--- src/rtl/joypad_pkg.sv ---
// Shared constants for the $4016/$4017 controller port: button bit indices,
// register addresses and the default open-bus read value.
package joypad_pkg;

    localparam int unsigned BTN_W   = 8;
    localparam int unsigned LATCH_W = 3;

    localparam int unsigned BTN_A      = 0;
    localparam int unsigned BTN_B      = 1;
    localparam int unsigned BTN_SELECT = 2;
    localparam int unsigned BTN_START  = 3;
    localparam int unsigned BTN_UP     = 4;
    localparam int unsigned BTN_DOWN   = 5;
    localparam int unsigned BTN_LEFT   = 6;
    localparam int unsigned BTN_RIGHT  = 7;

    localparam logic [15:0] ADDR_4016 = 16'h4016;
    localparam logic [15:0] ADDR_4017 = 16'h4017;

    localparam logic [7:0] OPEN_BUS_DEFAULT = 8'h40;

endpackage

--- src/rtl/joypad_shift.sv ---
// One standard pad: button synchroniser plus a 4021-style parallel-load,
// serial-out shift register.
module joypad_shift
    import joypad_pkg::*;
#(
    parameter logic        FILL_BIT    = 1'b1,
    parameter int unsigned SYNC_STAGES = 2
) (
    input  logic             clock,
    input  logic             nreset,
    input  logic [BTN_W-1:0] buttons,
    input  logic             load,
    input  logic             shift,
    output logic             serial_c
);

    logic [BTN_W-1:0] sync_q [SYNC_STAGES];
    logic [BTN_W-1:0] bs;
    logic [BTN_W-1:0] sr_q;
    logic [BTN_W-1:0] sr_d;

    always_ff @(posedge clock or negedge nreset) begin
        if (!nreset) begin
            for (int i = 0; i < int'(SYNC_STAGES); i++) begin
                sync_q[i] <= '0;
            end
        end else begin
            sync_q[0] <= buttons;
            for (int i = 1; i < int'(SYNC_STAGES); i++) begin
                sync_q[i] <= sync_q[i-1];
            end
        end
    end

    assign bs = sync_q[SYNC_STAGES-1];

    // Load has priority: while the strobe is high the register tracks the pad.
    always_comb begin
        sr_d = sr_q;
        if (load) begin
            sr_d = bs;
        end else if (shift) begin
            sr_d = {FILL_BIT, sr_q[BTN_W-1:1]};
        end
    end

    always_ff @(posedge clock or negedge nreset) begin
        if (!nreset) begin
            sr_q <= '0;
        end else begin
            sr_q <= sr_d;
        end
    end

    // Strobe high makes the part transparent: reads see the live A button.
    assign serial_c = load ? bs[BTN_A] : sr_q[0];

endmodule

--- src/rtl/joypad_port.sv ---
// CPU-side $4016/$4017 responder: $4016 write latch, strobe decode and the
// read mux in front of two joypad_shift pads.
module joypad_port
    import joypad_pkg::*;
#(
    parameter logic [7:0]  OPEN_BUS    = OPEN_BUS_DEFAULT,
    parameter logic        FILL_BIT    = 1'b1,
    parameter int unsigned SYNC_STAGES = 2
) (
    input  logic               clock,
    input  logic               nreset,
    input  logic               rw,
    input  logic [7:0]         data_in,
    input  logic               addr4016w,
    input  logic               naddr4016r,
    input  logic               naddr4017r,
    input  logic [BTN_W-1:0]   buttons_p1,
    input  logic [BTN_W-1:0]   buttons_p2,
    output logic [7:0]         data_out,
    output logic               data_oe,
    output logic [LATCH_W-1:0] out_latch
);

    logic [LATCH_W-1:0] out_latch_q;
    logic [LATCH_W-1:0] out_latch_d;
    logic               strobe;
    logic               serial1;
    logic               serial2;
    logic               unused_data_in;

    assign unused_data_in = ^data_in[7:LATCH_W];

    always_comb begin
        out_latch_d = out_latch_q;
        if (addr4016w && !rw) begin
            out_latch_d = data_in[LATCH_W-1:0];
        end
    end

    always_ff @(posedge clock or negedge nreset) begin
        if (!nreset) begin
            out_latch_q <= '0;
        end else begin
            out_latch_q <= out_latch_d;
        end
    end

    // Load/shift use the pre-write strobe, so the clearing write does the final load.
    assign strobe    = out_latch_q[0];
    assign out_latch = out_latch_q;

    joypad_shift #(
        .FILL_BIT    (FILL_BIT),
        .SYNC_STAGES (SYNC_STAGES)
    ) u_pad1 (
        .clock    (clock),
        .nreset   (nreset),
        .buttons  (buttons_p1),
        .load     (strobe),
        .shift    (!naddr4016r),
        .serial_c (serial1)
    );

    joypad_shift #(
        .FILL_BIT    (FILL_BIT),
        .SYNC_STAGES (SYNC_STAGES)
    ) u_pad2 (
        .clock    (clock),
        .nreset   (nreset),
        .buttons  (buttons_p2),
        .load     (strobe),
        .shift    (!naddr4017r),
        .serial_c (serial2)
    );

    // $4016 wins if both read strobes are asserted together.
    always_comb begin
        data_out = {OPEN_BUS[7:1], 1'b0};
        if (!naddr4016r) begin
            data_out[0] = serial1;
        end else if (!naddr4017r) begin
            data_out[0] = serial2;
        end
    end

    assign data_oe = rw & (!naddr4016r | !naddr4017r);

endmodule

--- config.mk ---
export PLATFORM = sky130hd
export DESIGN_NAME = joypad_port
export DESIGN_NICKNAME = d
export VERILOG_FILES = /design/src/rtl/joypad_pkg.sv /design/src/rtl/joypad_shift.sv /design/src/rtl/joypad_port.sv
export SDC_FILE = /design/constraint.sdc
export NUM_CORES = 1
export LEC_CHECK = 0
export BUFFER_PORTS_ARGS = -buffer_cell sky130_fd_sc_hd__buf_2
export CORE_UTILIZATION = 30
export DETAILED_ROUTE_END_ITERATION = 8
export PLACE_DENSITY_LB_ADDON = 0.05
export SYNTH_ARGS = -nofsm -noshare
export SYNTH_HDL_FRONTEND = slang
export SYNTH_SLANG_ARGS = --single-unit
--- constraint.sdc ---
create_clock -name clock -period 1.1 [get_ports clock]
set_input_delay 0.33 -clock clock [delete_from_list [all_inputs] [get_ports clock]]
set_output_delay 0.33 -clock clock [all_outputs]
set_load 0.01 [all_outputs]
**After elaboration in Yosys (flattened, before gate mapping)**

Index checks and enable logic that the tools add are counted.

- Logic and storage cells: 23
- Bits in registers: 51

- Multiplexer cells: 8
- Reductions and logical operators: 4
- Eq/ne operators: 2
- Bitwise gates (word level): 2

Operators by type and width:

| kind | count |
|---|---|
| $mux W8 | 4 |
| $mux W1 | 4 |
| $ne A2 B1 Y1 const B | 2 |
| $logic_not A1 Y1 | 3 |
| $and A1 B1 Y1 | 1 |
| $logic_and A1 B1 Y1 | 1 |
| $or A1 B1 Y1 | 1 |

**Logic depth before layout (Yosys ltp)**

Gate-level depths: netlist (run 1).

- Depth after elaboration: 3
- Depth in mapped cells: 4
- Gate-level depth less buffers: 2

**Cells and area by module**

Synthesis (run 1) repeated with hierarchy kept, for this count alone.

- Cell total of the unflattened synthesis: 125
- Area, all modules: 1767.9 um^2

By module, submodules not included:

| module | instances | area an instance (um^2) | cells each | sequential area each (um^2) |
|---|---|---|---|---|
| joypad_shift | 2 | 772.0 | 52 | 600.6 |
| joypad_port | 1 | 224.0 | 21 | 75.1 |

**Least setup slack after synthesis (run 1)**

No wires, ideal clock.

- Kind: register to output
- Start: reg out_latch_q[0] (netlist: out_latch[0])
- End: out data_out[0]
- Path slack: -0.083 ns
- Data arrival time: 0.853 ns
- Path buffers: 1
- Stages on the path, launching flop included: 4
- Cells stage by stage: dfrtp_1 buf_6 mux2i_1 o22ai_1

- Cells in the longest elaborated chain, start to end: 3
- Elaborated cells on any way between the ends: 4
- Classes of those cells: 4 x mux

RTL lines:

| element | line | source |
|---|---|---|
| start, declared | joypad_port.sv:24 | `logic [LATCH_W-1:0] out_latch_q;` |
| start signal, assigned | joypad_port.sv:44 | `out_latch_q <= out_latch_d;` |
| $mux W1 | joypad_shift.sv:56 | `assign serial_c = load ? bs[BTN_A] : sr_q[0];` |
| $mux W1 | joypad_port.sv:81 | `end else if (!naddr4017r) begin` |
| $mux W1 (*) | joypad_port.sv:79 | `if (!naddr4016r) begin` |
| end, declared | joypad_port.sv:19 | `output logic [7:0] data_out,` |

Every way passes the cells marked *; elsewhere a longest branch is shown, timed or not.

**Final worst setup path (run 1)**

Ends and elaborated chain as after synthesis.

==> results by group, run 1 <==
Run status
  • Outcome: complete, but fails checks
  • Failing checks: negative hold slack, negative setup slack

Layout
  • Area grow syn2layout: 18.6%
  • Fill cells: 562
  • Share of cells above drive strength 1: 0.333
  • # nets final: 188
  • Ant diodes: 0
  • Final instance area: 2120 um2
  • Core Util, Final: 0.377

Critical path
  • Critical path endpoint category: output port
  • Worst reg2reg startpoint: out_latch[0]
  • Critical path data required time: 0.77 ns
  • R2R setup slack: 0 ns
  • Slowest-stage cell, CP: dfrtp_2
  • CP startpoint kind: register
  • RR Endpoint: out_latch[0]
  • CP Max Fanout: 4
  • R2R cell count: 3
  • Worst path cell trace: mux2i_1 > o22ai_2 > buf_2
  • Max incr delay on CP: 0.41 ns
  • Critical path arrival: 1.16 ns
  • Worst path buffer plus inverter count: 1
  • Critical path class: register to output port
  • Top delay family on crit path: flip-flops

Clock network
  • H-tree depth: 2
  • Maximum root-to-sink buffer count: 2
  • Clock Latency Late Sink: 0.30 ns
  • Root buffer cell: clkbuf_8
  • Num CTS Buffers: 5
  • CTS tree: done
  • Clk slew on worst S/H paths: 0.09 ns
  • CTS sink cnt: 51

Timing
  • Min Hold Slack: -0.00851 ns
  • Final Worst Setup Slack: -0.388 ns
  • Setup TNS: -0.827 ns
  • Max Clock Freq: 0.672 GHz
  • RSZ-0062 raised after global routing: yes
  • Final min period: 1.49 ns
  • Skew final: 0.00804 ns
  • Final setup vio count: 5
  • Final period util: 1.35
  • Final Slew Violations: 0
  • Count of final hold-check violations: 2

Power
  • Overall power after layout: 3.76 mW
  • Lkg Pwr: 1.02 nW
  • Pwr Density: 1770 nW/um2
  • Peak supply drop: 740 uV

Floorplan
  • Chip Height: 79.3 um
  • I/O Pins: 42
  • Number of core rows: 27
  • Core Region: 5640 um2
  • Die Wd: 79.3 um
  • Die area: 6290 um2
  • Initial core utilization: 0.318

Global routing
  • First-pass GRT wire length: 4320 um
  • GR Layer Usage met2: 0.136
  • Largest net degree at the start of global routing: 52
  • GRT overflow: 0
  • GR peak layer: met2
  • Number of global-route vias before repair: 932
  • Met1 Track Usage GR: 0.120
  • Met3 Use GR: 0.0345
  • Total track usage: 0.0957
  • Initial antenna violation count: 0

Synth
  • YS warnings: 0
  • Syn avg cell area: 14.4 um2
  • Library cells used by synthesis: 18
  • Most frequent cell after synthesis: dfrtp_1
  • Sequential area share after synthesis: 0.712
  • Post-synth top area cell: dfrtp_1
  • Post-synth EDFFs: 0
  • Synth Instances: 124
  • Ys async rst share: 1.00
  • List of most frequent post-synthesis cells: dfrtp_1, mux2i_1, nand2_1, o21ai_1, buf_4
  • Synth top area cells: dfrtp_1, mux2i_1, buf_4
  • Mapped Area: 1790 um2
  • Yosys reg bits: 51
  • Post-synth top flop: dfrtp_1
  • Share of the synthesized area in the top cell type: 0.712

Drt
  • Final ANT Viol Nets: 0
  • Final WL: 2480 um
  • Routed len/inst: 10.7 um
  • Initial DRC Count: 46
  • Drt drc: 0
  • Drt first pass iters: 4
  • Vias: 910
  • Vias/cell: 3.94

Place
  • IO Port Bufs: 29
  • DP Area: 1990 um2
  • Post-DP HPWL: 1560 um
  • GP Congestion: 0.633

Job
  • Max-Cap Viols: 0

Worst hold path
  • Hold Crit Class: primary input to async pin
## timing repair
item                       CTS  global route
hold buffers                 0             0
setup endpoints to repair    4             7
resized for setup            2             7
setup buffers                1             1
## layout make-up
cell class / count / area, um2 / area share
timing repair buffer: 36 / 229 / 0.108
clock inverter: 2 / 16.3 / 0.00766
inverter: 1 / 3.75 / 0.00177
clock buffer: 6 / 82.6 / 0.0389
tap: 72 / 90.1 / 0.0424
multi-input combinational: 63 / 425 / 0.200
sequential: 51 / 1280 / 0.601
## routing by layer
layer / part of all wire / vias up
li1: - / 460
met1: 0.48 / 415
met2: 0.44 / 31
met3: 0.059 / 4
met4: 0.020 / 0
met5: 0 / -
## through the flow
| step | worst slack (ns) | instances |
|---|---|---|
| after global routing | -0.456 | 231 |
| after floorplan | -0.0264 | 129 |
| after detailed placement | -0.116 | 222 |
| after CTS | -0.446 | 231 |
| final | -0.388 | 231 |
| after global placement | -0.109 | 222 |
## state kept, by name, indices dropped and copies added, names as in the netlist
name / flops
u_pad1.sr_q: 8
u_pad1.bs: 8
u_pad2.sr_q: 8
u_pad1.sync_q: 8
u_pad2.bs: 8
u_pad2.sync_q: 8
out_latch: 3
## worst max path at each step
stage                       startpoint           to  cells after the start
after CTS                 out_latch[0]  data_out[0]                      3
after global placement      naddr4017r  data_out[0]                      4
final                     out_latch[0]  data_out[0]                      3
after floorplan           out_latch[0]  data_out[0]                      3
after global routing      out_latch[0]  data_out[0]                      3
after detailed placement    naddr4017r  data_out[0]                      4
## layout by cell type, fill, tap and decap left out
cell type,n
a21oi_1,2
a21boi_1,1
mux2_2,3
nand2_1,14
buf_2,28
inv_1,1
o21ai_1,14
conb_1,7
mux2i_1,16
buf_12,2
nor2b_4,1
dfrtp_2,1
clkinvlp_4,1
nor3b_2,1
clkbuf_8,6
nand2b_4,1
nor2b_1,1
o22ai_2,1
buf_4,5
dfrtp_1,50
nor2_2,1
clkinv_4,1
buf_6,1
## kinds of logic after synthesis
family / count (synthesis) / share of synthesized area
simple gates: 19 / 0.0517
flops: 51 / 0.712
mux: 19 / 0.108
other cells: 2 / 0.00419
buf+inv: 15 / 0.0712
compound gates: 18 / 0.0524
## where the power goes
group          leakage [nW]  internal [mW]  switching (mW)
Clock                0.0474          0.514           0.599
Combinational         0.372          0.240           0.240
Sequential            0.597           2.07          0.0928
Power figures use the tool's default switching activity.
==> run 2, diff against run 1 <==
HOLD_SLACK_MARGIN = 0.08   (was default)
==> results by group, run 2 (synthesis results as in run 1) <==
Run status
  • Outcome: complete, but fails checks
  • Failing checks: negative setup slack

Layout
  • Fill cells: 564 (+0.36%)
  • Most common cell after layout, fill and taps aside: dfrtp_1
  • Final instance area: 2130 um2 (+0.47%)
  • Sequential standard cell area: 1280 um2 (unchanged)
  • Ant diodes: 0 (unchanged)
  • # nets final: 189 (+0.53%)
  • Area grow syn2layout: 19.1%
  • Non-Filler Instances: 232 (+0.43%)
  • Commonest non-fill, non-tap cells in the layout: dfrtp_1, buf_2, mux2i_1
  • Area of the multi-input gates: 425 um2 (unchanged)
  • Share of cells above drive strength 1: 0.331 (-0.00208)

Worst hold path
  • Hold Crit Class: primary input to register
  • Hold Crit Depth: 1

Global routing
  • GRT overflow: 0 (unchanged)
  • First-pass GRT wire length: 4350 um (+0.65%)
  • Total track usage: 0.0962 (+0.000494)
  • Number of global-route vias before repair: 944 (+1.3%)
  • Initial antenna violation count: 0 (unchanged)
  • Largest net degree at the start of global routing: 52 (unchanged)

Timing
  • Final min period: 1.49 ns (+0.000482 ns)
  • Count of final hold-check violations: 0 (-2)
  • Final Worst Setup Slack: -0.389 ns (-0.000482 ns)
  • Setup TNS: -0.827 ns (+0.000445 ns)
  • RSZ-0062 raised after global routing: yes
  • Max Clock Freq: 0.672 GHz (about the same)
  • Skew final: 0.00800 ns (-0.0000442 ns)
  • Final setup vio count: 5 (unchanged)
  • Final period util: 1.35 (about the same)
  • Final Slew Violations: 0 (unchanged)

Critical path
  • Crit path from: out_latch[0]
  • Worst reg2reg startpoint: out_latch[0]
  • RR Endpoint: out_latch[0]
  • Critical path endpoint category: output port
  • CP startpoint kind: register
  • Critical path class: register to output port
  • Crit path capture: data_out[0]
  • Critical path arrival: 1.16 ns (about the same)
  • R2R setup slack: 0 ns (unchanged)
  • Critical path data required time: 0.77 ns (about the same)
  • CP Max Fanout: 4 (unchanged)
  • R2R cell count: 3 (unchanged)

Power
  • Peak supply drop: 740 uV (about the same)
  • Pwr Density: 1760 nW/um2 (-0.39%)
  • Lkg Pwr: 1.02 nW (+0.41%)

Place
  • DP Area: 1990 um2 (unchanged)
  • GP Congestion: 0.633 (unchanged)
  • IO Port Bufs: 29 (unchanged)
  • Post-DP HPWL: 1560 um (unchanged)
  • Placed instance count: 222 (unchanged)

Drt
  • Initial DRC Count: 47 (+2.2%)
  • Routed len/inst: 10.7 um (-0.15%)
  • Vias/cell: 3.94 (about the same)
  • Final WL: 2490 um (+0.28%)
  • Vias: 914 (+0.44%)
  • Final ANT Viol Nets: 0 (unchanged)
  • Drt first pass iters: 4 (unchanged)
  • Drt drc: 0 (unchanged)

Floorplan
  • Core Region: 5640 um2 (unchanged)
  • Chip Height: 79.3 um (unchanged)
  • Die area: 6290 um2 (unchanged)
  • Die Wd: 79.3 um (unchanged)
  • Initial core utilization: 0.318 (unchanged)
  • I/O Pins: 42 (unchanged)
  • Number of core rows: 27 (unchanged)

Clock network
  • Num CTS Buffers: 5 (unchanged)
  • Maximum root-to-sink buffer count: 2 (unchanged)
  • CTS sink cnt: 51 (unchanged)
  • Clock Latency Late Sink: 0.30 ns (about the same)
  • Clk slew on worst S/H paths: 0.09 ns (about the same)
  • Root buffer cell: clkbuf_8
  • H-tree depth: 2 (unchanged)
  • CTS tree: done

Job
  • Max-Cap Viols: 0 (unchanged)
-- run 2: cell type report --
cell class / instances / share of cell area
tap: 72 / 0.0422
clock buffer: 6 / 0.0387
clock inverter: 2 / 0.00762
multi-input combinational: 63 / 0.199
inverter: 1 / 0.00176
timing repair buffer: 37 / 0.112
sequential: 51 / 0.598
-- run 2: critical path, cell delays in order (launching register included) --
cell	delay [ns]
dfrtp_2	0.41
mux2i_1	0.23
o22ai_2	0.09
buf_2	0.14
-- run 2: worst min path at each step --
stage                           start                 to  slack (ns)
global placement    u_pad1.sync_q[15]       u_pad1.bs[7]        0.33
CTS                     buttons_p1[3]  u_pad1.sync_q[11]        0.11
global route            buttons_p1[6]  u_pad1.sync_q[14]         0.1
detailed placement  u_pad1.sync_q[15]       u_pad1.bs[7]        0.33
floorplan                      nreset       out_latch[0]        0.03
finish                  buttons_p1[3]  u_pad1.sync_q[11]        0.12
-- run 2: routing by layer --
| metal | GRT usage | share of wire | up-vias |
|---|---|---|---|
| met2 | 0.138 | 0.44 | 31 |
| li1 | - | - | 462 |
| met3 | 0.0345 | 0.057 | 4 |
| met1 | 0.120 | 0.48 | 417 |
| met5 | 0 | 0 | - |
| met4 | 0.0655 | 0.020 | 0 |
-- run 2: what timing repair did --
action / CTS / global route
buffers inserted: 1 / 1
resized for setup: 2 / 7
endpoints found under the hold margin: 51 / 0
pin swaps: 0 / 0
hold buffers: 1 / 0
endpoints found under the setup margin: 4 / 7
-- run 2: power by group --
group	switching, mW	internal [mW]	total [mW]	leakage, nW
clock network	0.599	0.514	1.11	0.0474
registers	0.0928	2.07	2.16	0.597
logic	0.241	0.242	0.483	0.376
total	0.933	2.83	3.76	1.02
-- run 2: per-stage QoR --
step / utilization / total power [mW] / setup WS [ns] / hold slack, ns
6_report: 0.378 / 3.76 / -0.389 / 0.124
5_1_grt: 0.378 / 3.99 / -0.456 / 0.0967
4_1_cts: 0.375 / 3.82 / -0.446 / 0.108
3_5_place_dp: 0.353 / 2.66 / -0.116 / 0.335
3_3_place_gp: 0.353 / 2.65 / -0.109 / 0.331
2_1_floorplan: - / 2.53 / -0.0264 / 0.0344
==> run 3, diff against run 2 <==
BUFFER_PORTS_ARGS = -buffer_cell sky130_fd_sc_hd__buf_4   (was -buffer_cell sky130_fd_sc_hd__buf_2)
==> results by group, run 3 (synthesis results as in run 1) <==
Critical path
  • Crit path from: out_latch[0]
  • Slowest-stage cell, CP: dfrtp_2
  • Worst path buffer plus inverter count: 1 (unchanged)
  • Critical path endpoint category: output port
  • Critical path class: register to output port
  • Max incr delay on CP: 0.41 ns (about the same)
  • CP startpoint kind: register
  • Worst reg2reg startpoint: out_latch[0]
  • Worst path cell trace: mux2i_1 > o22ai_2 > buf_4
  • CP Max Fanout: 4 (unchanged)
  • Top delay family on crit path: flip-flops
  • Critical path data required time: 0.77 ns (about the same)
  • Critical path arrival: 1.18 ns (+0.02 ns)

Clock network
  • Clock Latency Late Sink: 0.30 ns (about the same)
  • CTS sink cnt: 51 (unchanged)
  • Root buffer cell: clkbuf_8
  • Num CTS Buffers: 5 (unchanged)
  • H-tree depth: 2 (unchanged)
  • Clk slew on worst S/H paths: 0.09 ns (about the same)
  • Maximum root-to-sink buffer count: 2 (unchanged)
  • CTS tree: done

Power
  • Overall power after layout: 3.76 mW (about the same)
  • Pwr Density: 1690 nW/um2 (-3.9%)
  • Lkg Pwr: 1.05 nW (+3.2%)
  • Peak supply drop: 708 uV (-4.4%)

Drt
  • Vias: 951 (+4.0%)
  • Routed len/inst: 11.3 um (+5.0%)
  • Drt drc: 0 (unchanged)
  • Drt first pass iters: 3 (-1)
  • Final ANT Viol Nets: 0 (unchanged)
  • Vias/cell: 4.05 (+2.7%)
  • Final WL: 2650 um (+6.3%)
  • Initial DRC Count: 21 (-55%)

Layout
  • Area grow syn2layout: 23.9%
  • Final instance area: 2220 um2 (+4.0%)
  • # nets final: 192 (+1.6%)
  • Ant diodes: 0 (unchanged)
  • Non-Filler Instances: 235 (+1.3%)
  • Share of cells above drive strength 1: 0.337 (+0.00617)
  • Most common cell after layout, fill and taps aside: dfrtp_1
  • Commonest non-fill, non-tap cells in the layout: dfrtp_1, buf_4, mux2i_1

Floorplan
  • Number of core rows: 27 (unchanged)
  • Chip Height: 79.3 um (unchanged)
  • Core Region: 5640 um2 (unchanged)
  • I/O Pins: 42 (unchanged)
  • Initial core utilization: 0.318 (unchanged)
  • Die area: 6290 um2 (unchanged)
  • Die Wd: 79.3 um (unchanged)

Place
  • Pre-CTS setup slack: -0.147 ns (-0.0306 ns)
  • IO Port Bufs: 29 (unchanged)
  • DP Area: 2080 um2 (+4.4%)
  • GP Congestion: 0.666 (+5.1%)
  • Post-DP HPWL: 1800 um (+15%)
  • Placed instance count: 224 (+0.90%)

Global routing
  • First-pass GRT wire length: 4610 um (+6.0%)
  • GRT overflow: 0 (unchanged)
  • Initial antenna violation count: 0 (unchanged)
  • Largest net degree at the start of global routing: 27 (-48%)
  • Number of global-route vias before repair: 960 (+1.7%)
  • Total track usage: 0.0989 (+0.00277)

Worst hold path
  • Hold_sp: buttons_p2[3]
  • Hold Crit Class: primary input to register

Timing
  • Final setup vio count: 6 (+1)
  • Final Worst Setup Slack: -0.407 ns (-0.0181 ns)
  • Final period util: 1.37 (+0.0165)
  • Final min period: 1.51 ns (+0.0181 ns)
  • Skew final: 0.00837 ns (+0.000370 ns)
  • Max Clock Freq: 0.664 GHz (-1.2%)
  • RSZ-0062 raised after global routing: yes
  • Count of final hold-check violations: 0 (unchanged)
  • Final Slew Violations: 0 (unchanged)

Job
  • Max-Cap Viols: 0 (unchanged)

Run status
  • Failing checks: negative setup slack
  • Outcome: complete, but fails checks
run 3: final timing paths:
path	endpoint	cells after the start	slack, ns
hold / removal	u_pad2.sync_q[11]	1	0.13
hold reg to reg	u_pad2.bs[0]	0	0.35
setup / recovery	data_out[0]	3	-0.41
min in group asynchronous	u_pad1.sync_q[8]	2	0.44
max in group asynchronous	u_pad1.sync_q[9]	3	0.28
setup reg to reg	out_latch[0]	4	-0.08
run 3: routing by layer:
layer	track usage	share of wire	vias to the layer above	wire length [um]
met2	0.147	0.46	31	1220
met5	0	0	-	0
met4	0.0491	0.011	0	29
li1	-	-	467	-
met3	0.0345	0.059	4	157
met1	0.128	0.47	449	1240
run 3: through the flow:
| step | hold WS [ns] | TNS, ns | utilization |
|---|---|---|---|
| floorplan | 0.0344 | -0.0264 | - |
| global placement | 0.216 | -0.107 | 0.369 |
| detailed placement | 0.220 | -0.152 | 0.369 |
| CTS | 0.115 | -0.798 | 0.391 |
| global route | 0.104 | -1.15 | 0.393 |
| finish | 0.127 | -0.918 | 0.393 |
run 3: area by class of cell:
class / instances / area [um2]
clock buffers: 6 / 72.6
fillers: 550 / 3420
inverters: 1 / 3.75
multi-input cells: 63 / 425
flip-flops and latches: 51 / 1280
well taps: 72 / 90.1
repair buffers: 40 / 334
clock inverters: 2 / 16.3
run 3: power by group:
group	total [mW]	internal [mW]	switching (mW)
Combinational	0.530	0.285	0.245
Clock	1.06	0.457	0.601
Sequential	2.17	2.07	0.0989
run 3: repair_timing:
| item | in CTS | in global routing |
|---|---|---|
| hold endpoints to repair | 14 | 0 |
| pin swaps | 0 | 1 |
| hold buffers | 1 | 0 |
| resized for setup | 6 | 2 |
| setup buffers | 1 | 1 |
| setup endpoints to repair | 6 | 6 |
